==> src/rtl/serial_addsub_pkg.sv <==
// Shared definitions for the bit-serial adder/subtractor: FSM encoding and
// the default operand width.
package serial_addsub_pkg;

   localparam int WIDTH_DEFAULT = 8;

   typedef enum logic [1:0] {
      IDLE = 2'b00,
      RUN  = 2'b01,
      DONE = 2'b10
   } state_t;

endpackage

==> src/rtl/fulladder.sv <==
// One-bit full adder used as the single bit-slice of serial_addsub.
module fulladder (
   output logic s,
   output logic c,
   input  logic x,
   input  logic y,
   input  logic z
);

   assign s = x ^ y ^ z;
   assign c = (x & y) | (z & (x ^ y));

endmodule

==> src/rtl/serial_addsub.sv <==
// Bit-serial adder/subtractor. One full adder processes one bit per clock,
// LSB first; the sum bit is shifted into the result MSB so that after WIDTH
// RUN cycles the result register holds the full sum/difference.
// Subtraction is a + ~b + 1 (carry flop preloaded with 1).
//
// Handshake: start is sampled only in IDLE. busy is high in RUN and DONE,
// done is a one-cycle pulse in DONE; result/cout/overflow stay stable from
// done until the next accepted start.
//
// Optional feature: define SERIAL_ADDSUB_OVF_EN to build the signed-overflow
// flag; without it the overflow port is tied to 0.
module serial_addsub
   import serial_addsub_pkg::*;
#(
   parameter int WIDTH = WIDTH_DEFAULT
) (
   input  logic             clk,
   input  logic             rst_n,
   input  logic             start,
   input  logic             sub,
   input  logic [WIDTH-1:0] a,
   input  logic [WIDTH-1:0] b,
   output logic             busy,
   output logic             done,
   output logic [WIDTH-1:0] result,
   output logic             cout,
   output logic             overflow
);

   // Counter must be able to represent WIDTH itself without wrapping.
   localparam int            CW       = $clog2(WIDTH) + 1;
   localparam logic [CW-1:0] LAST_BIT = CW'(WIDTH - 1);

   state_t            state;
   logic [WIDTH-1:0]  a_q;
   logic [WIDTH-1:0]  b_q;
   logic              carry_q;
   logic [CW-1:0]     cnt;
   logic              sum_bit;
   logic              carry_nxt;

   fulladder u_fa (
      .s (sum_bit),
      .c (carry_nxt),
      .x (a_q[0]),
      .y (b_q[0]),
      .z (carry_q)
   );

   // Control FSM plus datapath registers; all outputs registered.
   always_ff @(posedge clk or negedge rst_n) begin
      if (!rst_n) begin
         state   <= IDLE;
         busy    <= 1'b0;
         done    <= 1'b0;
         result  <= '0;
         cout    <= 1'b0;
         a_q     <= '0;
         b_q     <= '0;
         carry_q <= 1'b0;
         cnt     <= '0;
      end else begin
         case (state)
            IDLE: begin
               done <= 1'b0;
               if (start) begin
                  a_q     <= a;
                  b_q     <= sub ? ~b : b;
                  carry_q <= sub;
                  cnt     <= '0;
                  busy    <= 1'b1;
                  state   <= RUN;
               end
            end
            RUN: begin
               result  <= {sum_bit, result[WIDTH-1:1]};
               a_q     <= a_q >> 1;
               b_q     <= b_q >> 1;
               carry_q <= carry_nxt;
               cnt     <= cnt + CW'(1);
               if (cnt == LAST_BIT) begin
                  cout  <= carry_nxt;
                  done  <= 1'b1;
                  state <= DONE;
               end
            end
            DONE: begin
               done  <= 1'b0;
               busy  <= 1'b0;
               state <= IDLE;
            end
            default: begin
               done  <= 1'b0;
               busy  <= 1'b0;
               state <= IDLE;
            end
         endcase
      end
   end

`ifdef SERIAL_ADDSUB_OVF_EN
   logic ovf_q;

   // On the MSB slice carry_q is the carry into the MSB and carry_nxt the
   // carry out of it; their XOR is signed overflow.
   always_ff @(posedge clk or negedge rst_n) begin
      if (!rst_n) begin
         ovf_q <= 1'b0;
      end else if (state == RUN && cnt == LAST_BIT) begin
         ovf_q <= carry_q ^ carry_nxt;
      end
   end

   assign overflow = ovf_q;
`else
   assign overflow = 1'b0;
`endif

endmodule

==> config.mk <==
export PLATFORM = sky130hd
export DESIGN_NAME = serial_addsub
export DESIGN_NICKNAME = d
export VERILOG_FILES = /design/src/rtl/serial_addsub_pkg.sv /design/src/rtl/fulladder.sv /design/src/rtl/serial_addsub.sv
export SDC_FILE = /design/constraint.sdc
export NUM_CORES = 1
export LEC_CHECK = 0
export ABC_AREA = 1
export ABC_CLOCK_PERIOD_IN_PS = 1300
export CAP_MARGIN = 20
export CORE_MARGIN = 10
export CORE_UTILIZATION = 50
export CTS_BUF_LIST = sky130_fd_sc_hd__clkbuf_4
export CTS_CLUSTER_SIZE = 28
export DETAILED_ROUTE_END_ITERATION = 8
export GPL_ROUTABILITY_DRIVEN = 0
export PLACE_DENSITY = 0.77
export SLEW_MARGIN = 0
export SYNTH_ARGS = -nofsm -noshare
export SYNTH_HDL_FRONTEND = slang
export SYNTH_SLANG_ARGS = --single-unit
export TNS_END_PERCENT = 10
==> constraint.sdc <==
create_clock -name clk -period 1.3 [get_ports clk]
set_input_delay 0.26 -clock clk [delete_from_list [all_inputs] [get_ports clk]]
set_output_delay 0.26 -clock clk [all_outputs]
set_load 0.05 [all_outputs]
# After elaboration in Yosys (flattened, before gate mapping)
# Cells that the tools add are included.
dict set report word_totals {
  regBits 34
  in_bits 20
  out_inout_bits 12
  wordCells 43
}
dict set report classes {
  addsub 1
  n_eq_ne 4
  muxes 16
  bitwise 7
  n_reduce_logical 6
}
# op n
set op_table {}
lappend op_table {{one-hot mux 8 bit (2 select lines)} 2}
lappend op_table {{2-to-1 mux 8 bit} 3}
lappend op_table {{NOT 8 bit} 1}
lappend op_table {{one-hot mux 4 bit (2 select lines)} 1}
lappend op_table {{AND reduction 2 bit} 4}
lappend op_table {{adder 4 x 1 -> 4 bit, second input constant} 1}
lappend op_table {{equality test 4 x 3 -> 1 bit, second input constant} 1}
lappend op_table {{2-to-1 mux 1 bit} 4}
lappend op_table {{2-to-1 mux 2 bit} 2}
lappend op_table {{2-to-1 mux 4 bit} 1}
lappend op_table {{!= test 2 bit, second input constant} 2}
lappend op_table {{one-hot mux 1 bit (2 select lines)} 2}
lappend op_table {{one-hot mux 2 bit (2 select lines)} 1}
lappend op_table {{AND 1 bit} 2}
lappend op_table {{equality test 2 x 1 -> 1 bit, second input constant} 1}
lappend op_table {{zero test 2 bit} 1}
lappend op_table {{nonzero test 2 bit} 1}
lappend op_table {{XOR 1 bit} 2}
lappend op_table {{NOT 1 bit} 1}
lappend op_table {{OR 1 bit} 1}

# Depth between registers and ports, before layout
# Gate-level depths: netlist (run 1).
dict set report depth {
  depth_word 4
  mapped_depth 6
  mapped_depth_nobuf 5
}

# By module
# A second synthesis (run 1) with hierarchy kept.
dict set report unflattened {
  cells_unflattened 196
  hier_area_um2 1661.6
}
# module instances cells_per_inst area_per_inst_um2 seq_area_each_um2
set by_module_without_submodules {}
lappend by_module_without_submodules {serial_addsub 1 195 1641.6 850.8}
lappend by_module_without_submodules {fulladder 1 1 20.0 0.0}

# Worst setup path after synthesis (run 1)
# Ideal clock, no wire load.
dict set report synth_timing {
  kind {reg-to-reg}
  startpoint {reg carry_q}
  endpoint {reg result[7]}
  setup_time_ns 0.119
  arrival_ns 0.963
  required_ns 1.181
  slack_ns 0.218
  path_stages_with_launch 4
  path_buffers 0
  period_less_slack_ns 1.082
  path_cell_list {dfrtp_1 > fa_1 > nand2_1 > o21ai_2}
}
dict set report synth_between {
  elab_chain_cells 1
}
# item line
set synth_rtl {}
lappend synth_rtl {{from (decl)} serial_addsub.sv:37} ;# logic carry_q;
lappend synth_rtl {{from (signal assigned)} serial_addsub.sv:69} ;# carry_q <= sub;
lappend synth_rtl {{from (signal assigned)} serial_addsub.sv:79} ;# carry_q <= carry_nxt;
lappend synth_rtl {{XOR 1 bit} fulladder.sv:10} ;# assign s = x ^ y ^ z;
lappend synth_rtl {{named net sum_bit} serial_addsub.sv:39} ;# logic sum_bit;
lappend synth_rtl {{to (signal assigned)} serial_addsub.sv:76} ;# result <= {sum_bit, result[WIDTH-1:1]};
lappend synth_rtl {{to (decl)} serial_addsub.sv:25} ;# output logic [WIDTH-1:0] result,
# The timed path passes the listed nets, and every way through them passes these cells.
# A chain may end at the register's enable or synchronous reset.

# Worst setup path after layout (run 1)
dict set report layout_timing {
  startpoint {reg result[2]}
  endpoint {out result[2]}
}
# No word-level cell between the ends.

==> impl_metrics.toml, run 1 <==
[run_status]
outcome = "finished clean"

[logic_synthesis]
synth_largest_area_cell = "dfrtp_1"
yosys_warnings = 0
synthXorXnorAreaFrac = 0.0106
synth_edf_count = 0
postSynth.asyncResetShare = 1.00
synth_top_area_frac = 0.516
synth_simple_gate_area_share = 0.303
synth_fa_ha_area_frac = 0.0197
synth-main-ff-cell = "dfrtp_1"
postSynthCellCount = 195
yosys_register_bits = 34
synth_top_family_by_area = "simple AND/OR/NAND/NOR gates"
seq_area_frac_synth = 0.516
syn_avg_cell_area_um2 = 8.46
syn_nets = 217
synth.area.mux_share = 0
synth_area_leaders = "dfrtp_1 52%, nand2_1 16%, nand3_1 12%"
synth_compound_area_frac = 0.0486
synth_cell_type_count = 21
syn_area_mm2 = 0.00165
yosysMostFrequentCell = "nand2_1"
synth_common_cells = "70 x nand2_1, 39 x nand3_1, 34 x dfrtp_1"

[worst_hold_path]
hold_class = "in -> async"

[place]
dpl.cell_count = 264
place_area_mm2 = 0.00210
dpl.hpwl_um = 2580
portBuffers = 30

[setup_path]
worstPathCellList = "buf_12"
critPathKind = "reg -> out"
cp-end-kind = "output pin"
start_kind = "flop"
worstReg2RegEnd = "b_q[6]$_DFFE_PN0P_"
crit_arrival_ns = 0.95
rr_worst_depth = 5
critical_path_buf_inv_count = 1
slowest_delay_ns = 0.44
rrSetupSlack_ns = 0.14
reg2reg_from = "state[1]$_DFFE_PN0P_"
crit_fanout = 3
critical_path.top_delay_family = "flip-flops"
required_ns = 1.04
slowest_stage = "dfrtp_1"

[layout]
fillers = 273
drive_gt1_frac = 0.145
design_area_mm2 = 0.00215
final_nets = 249
final_util = 0.693
area_growth_pct = 30.3
num_antenna_cells = 0
instances_no_fill = 272

[floorplan]
die_h_um = 77.4
core_mm2 = 0.00310
rows = 20
num_io_pins = 32
die_area_mm2 = 0.00600
initial_core_util = 0.531
die_w_um = 77.4

[drt]
first_iter_violations = 81
firstDrtPassIters = 4
ant_nets = 0
drcViolationCount = 0
wl_um = 3560
vias = 1401
wire_per_inst_um = 13.1
vias_per_cell = 5.15

[global_route]
grt_usage = 0.126
grtUsageMet2 = 0.209
gr-usage-met3 = 0.0461
grt_pass1_vias = 1387
grt_start_max_net_pins = 35
grt-busiest-layer = "met2"
grt_overflow = 0
use_met1 = 0.142
grt_pass1_wl_um = 6280
antenna_found_initial = 0

[timing]
finClkSkew_ns = 0.00546
drv_slew = 0
tns_ns = 0
setup_viol = 0
timing.final.crit_share = 0.930
finalHoldViolations = 0
rsz0062_at_grt = "false"
max_freq_mhz = 828
fin_crit_ns = 1.21

[cts]
postCtsResizedCells = 0
cts_tree = "yes"
clock_path_buffers = 2
clock_sinks = 34
h-tree-depth = 2
clkTransAtPathRegs_ns = 0.10
ctsHoldBuffers = 0
cts-buffers-inserted = 5
clk_latency_ns = 0.34
cts_root_buffer = "clkbuf_4"
post_cts_buffers = 0

[power_and_ir_drop]
max-vdd-ir-drop_mv = 0.810
leakagePower_nw = 1.07
power_density_mw_per_mm2 = 2210

[job]
cap_violations = 0
==> sequential cells by signal, indices dropped and copies added (netlist names) <==
signal	cells
cout	1
cnt	4
result	8
busy	1
state	2
done	1
a_q	8
carry_q	1
b_q	8
==> per-stage QoR <==
stage / power (mW) / worst slack (ns) / hold WS, ns
floorplan: 3.31 / 0.218 / -0.0356
global placement: 4.12 / -0.00517 / 0.476
detailed placement: 4.22 / -0.0357 / 0.484
CTS: 4.82 / 0.0749 / 0.312
global route: 5.10 / 0.0153 / 0.305
finish: 4.75 / 0.0916 / 0.294
==> metal layers <==
layer	part of all wire	vias up
li1	-	684
met1	0.42	662
met2	0.50	49
met3	0.056	6
met4	0.020	0
met5	0	-
==> layout make-up <==
type	instances	area [um2]	area share
clock inverters	2	8.76	0.00407
repair buffers	35	485	0.226
clock buffers	6	45.0	0.0210
well taps	44	55.1	0.0256
multi-input cells	134	633	0.295
flip-flops and latches	34	851	0.396
inverters	17	71.3	0.0332
==> cells by family (layout without fill, tap and decap cells) <==
kind of cell               after synthesis  in the layout
AOI/OAI and AO/OA                       13             13
DFF                                     34             34
adders and majority gates                2              2
xor gates and xnor gates                 2              2
buffers and inverters                   27             60
other                                    1              1
and+or+nand+nor                        116            116
==> where the power goes <==
group          switching [mW]  leakage [nW]  internal [mW]
Clock                   0.354        0.0331          0.224
Sequential              0.361         0.437           1.47
Combinational            1.32         0.599           1.02
==> worst max path at each step <==
stage,from,endpoint,depth (start not counted)
floorplan,carry_q$_DFFE_PN0P_,result[7]$_DFFE_PN0P_,3
global placement,start,a_q[3]$_DFFE_PN0P_,5
detailed placement,start,a_q[6]$_DFFE_PN0P_,5
CTS,result[2]$_DFFE_PN0P_,result[2],1
global route,state[1]$_DFFE_PN0P_,result[5]$_DFFE_PN0P_,5
finish,result[2]$_DFFE_PN0P_,result[2],1
==> layout by cell type (no fill, tap or decap) <==
cell and n:
nor2_2 1, nor2_1 3, nand2_1 70, xnor2_1 2, nand3_1 39, clkbuf_4 6, o21ai_2 4, inv_6 1
inv_1 14, dfrtp_1 34, buf_12 14, ha_1 1, clkinv_1 1, conb_1 1, nand4_1 1, inv_2 1
fa_1 1, inv_4 1, buf_4 2, o21ai_0 9, clkinv_2 1, nand2_2 1, nand2_4 1, clkdlybuf4s50_1 19
(Power assumes the default switching activity.)
==> inputs of run 2 (changes only) <==
Settings changed: GPL_ROUTABILITY_DRIVEN 0 to 1, PLACE_DENSITY 0.77 to 0.76.
==> run 2 against run 1 <==
Maximum frequency down 0.45%. Global-route usage barely moved. Worst setup slack lost 0.0054 ns. Power increased by 0.48%. Register-to-register slack worse by 0.05 ns. First-iteration DRC count increased by 32%. Sequential share of layout area is 0.092 points lower. Count of clock-buffer cells in the layout down 1. Die area unchanged. Non-clock buffer count up 2.
==> impl_metrics.toml, run 2 (synthesis gave the netlist of run 1 again) <==
[layout]
final_nets = 251
layout_common_cells = "70 x nand2_1, 39 x nand3_1, 34 x dfrtp_1"
seq_area_um2 = 851
instances_no_fill = 274
final_util = 0.694
top_regs = "a_q (8), b_q (8), result (8)"
num_antenna_cells = 0
area_growth_pct = 30.7
fillers = 258
multiInputGateArea_um2 = 636
layout_commonest_cell = "nand2_1"
drive_gt1_frac = 0.157

[run_status]
outcome = "finished clean"

[power_and_ir_drop]
power_density_mw_per_mm2 = 2220
intPower_mw = 2.71
power_switching_mw = 2.07
swShare = 0.433
p_comb_frac = 0.500
power.share.clock = 0.116
pwr-share-seq = 0.384
leakagePower_nw = 1.07
max-vdd-ir-drop_mv = 0.953

[timing]
rsz0062_at_grt = "false"
fin_crit_ns = 1.21
timing.final.crit_share = 0.934
max_freq_mhz = 824
finalHoldViolations = 0
setup_viol = 0
finClkSkew_ns = 0.00828
drv_slew = 0

[global_route]
grt_overflow = 0
grt_pass1_vias = 1422
grt_usage = 0.126
grt_start_max_net_pins = 35
grt_pass1_wl_um = 6230
antenna_found_initial = 0

[setup_path]
cp-startpoint = "state[1]$_DFFE_PN0P_"
worstPathCellList = "inv_2 > nand2_4 > inv_6 > nand2_1 > nand3_1"
slowest_stage = "dfrtp_1"
required_ns = 1.57
critPathKind = "reg -> reg"
critPathCapture = "carry_q$_DFFE_PN0P_"
rr_worst_depth = 5
cp-end-kind = "flop"
start_kind = "flop"
crit_arrival_ns = 1.48
worstReg2RegEnd = "carry_q$_DFFE_PN0P_"
crit_fanout = 30
reg2reg_from = "state[1]$_DFFE_PN0P_"
rrSetupSlack_ns = 0.09
slowest_delay_ns = 0.41

[floorplan]
num_io_pins = 32
initial_core_util = 0.531
die_h_um = 77.4
core_mm2 = 0.00310
die_area_mm2 = 0.00600
rows = 20
die_w_um = 77.4

[place]
dpl.hpwl_um = 2720
dpl.cell_count = 264
place.gp.congestion = 0.767
portBuffers = 30

[cts]
clkTransAtPathRegs_ns = 0.11
clk_latency_ns = 0.34
clock_path_buffers = 2
ctsHoldBuffers = 0
clock_sinks = 34
cts_root_buffer = "clkbuf_4"
cts_tree = "yes"
cts-buffers-inserted = 5
h-tree-depth = 2

[worst_hold_path]
hold_class = "in -> async"

[drt]
ant_nets = 0
vias = 1407
drcViolationCount = 0
wl_um = 3660
route.met2.wl_um = 1870
wire_per_inst_um = 13.3
firstDrtPassIters = 4
wl_met1_um = 1460
vias_per_cell = 5.14
routed-wl-met3_um = 214
highest_layer = "met4"
first_iter_violations = 107

[job]
cap_violations = 0
==> run 2: cell count changes in the layout (fill, tap and decap cells not counted) <==
cell        previous run  this run
buf_4                  2         5
buf_12                14        13
clkbuf_4               6         5
clkinvlp_4             0         1
nor2_1                 3         2
nor2_2                 1         2
==> run 2: metrics by stage <==
stage | worst slack (ns) | setup TNS, ns | power (mW) | cell area, um2 | hold slack [ns]
6_report | 0.0862 | 0 | 4.78 | 2150 | 0.274
3_3_place_gp | -0.00288 | -0.00288 | 4.09 | 2080 | 0.473
2_1_floorplan | 0.218 | 0 | 3.31 | 1650 | -0.0356
5_1_grt | 0.0148 | 0 | 5.10 | 2150 | 0.268
4_1_cts | 0.0914 | 0 | 4.76 | 2140 | 0.277
3_5_place_dp | -0.0341 | -0.233 | 4.20 | 2080 | 0.482
==> run 2: worst min-delay path by stage <==
stage,cells after the start,end,startpoint,slack (ns)
6_report,2,result[6]$_DFFE_PN0P_,rst_n,0.27
5_1_grt,2,b_q[5]$_DFFE_PN0P_,rst_n,0.27
4_1_cts,2,result[6]$_DFFE_PN0P_,rst_n,0.28
3_5_place_dp,2,a_q[0]$_DFFE_PN0P_,a_q[1]$_DFFE_PN0P_,0.48
3_3_place_gp,2,b_q[1]$_DFFE_PN0P_,b_q[2]$_DFFE_PN0P_,0.47
2_1_floorplan,0,a_q[0]$_DFFE_PN0P_,rst_n,-0.04
==> run 2: repair_timing <==
action	in CTS	in global routing
resized for setup	0	1
endpoints found under the setup margin	0	1
buffers inserted	0	2
==> run 2: layer usage <==
metal / vias to the layer above / global-route usage
met5: - / 0
met4: 0 / 0.0639
met1: 656 / 0.130
met3: 15 / 0.0484
li1: 687 / -
met2: 49 / 0.218
==> run 2: cell type report <==
| cell class | count | area share |
|---|---|---|
| flip-flops and latches | 34 | 0.395 |
| multi-input cells | 134 | 0.295 |
| repair buffers | 37 | 0.226 |
| inverters | 17 | 0.0331 |
| well taps | 44 | 0.0256 |
| clock buffers | 5 | 0.0174 |
| clock inverters | 3 | 0.00755 |
==> run 2: critical path, delay by kind of cell, from the launching register on <==
family                 cells  cell delay (ns)
flip-flops                 1             0.41
buffers and inverters      2             0.34
AND/OR/NAND/NOR            3             0.38
==> run 2: power by group through the flow <==
stage / registers, mW / clock network, mW / logic, mW
after CTS: 1.83 / 0.566 / 2.36
after global routing: 1.89 / 0.617 / 2.60
after global placement: 1.82 / 0 / 2.27
after floorplan: 2.18 / 0 / 1.13
final: 1.83 / 0.553 / 2.39
after detailed placement: 1.85 / 0 / 2.35
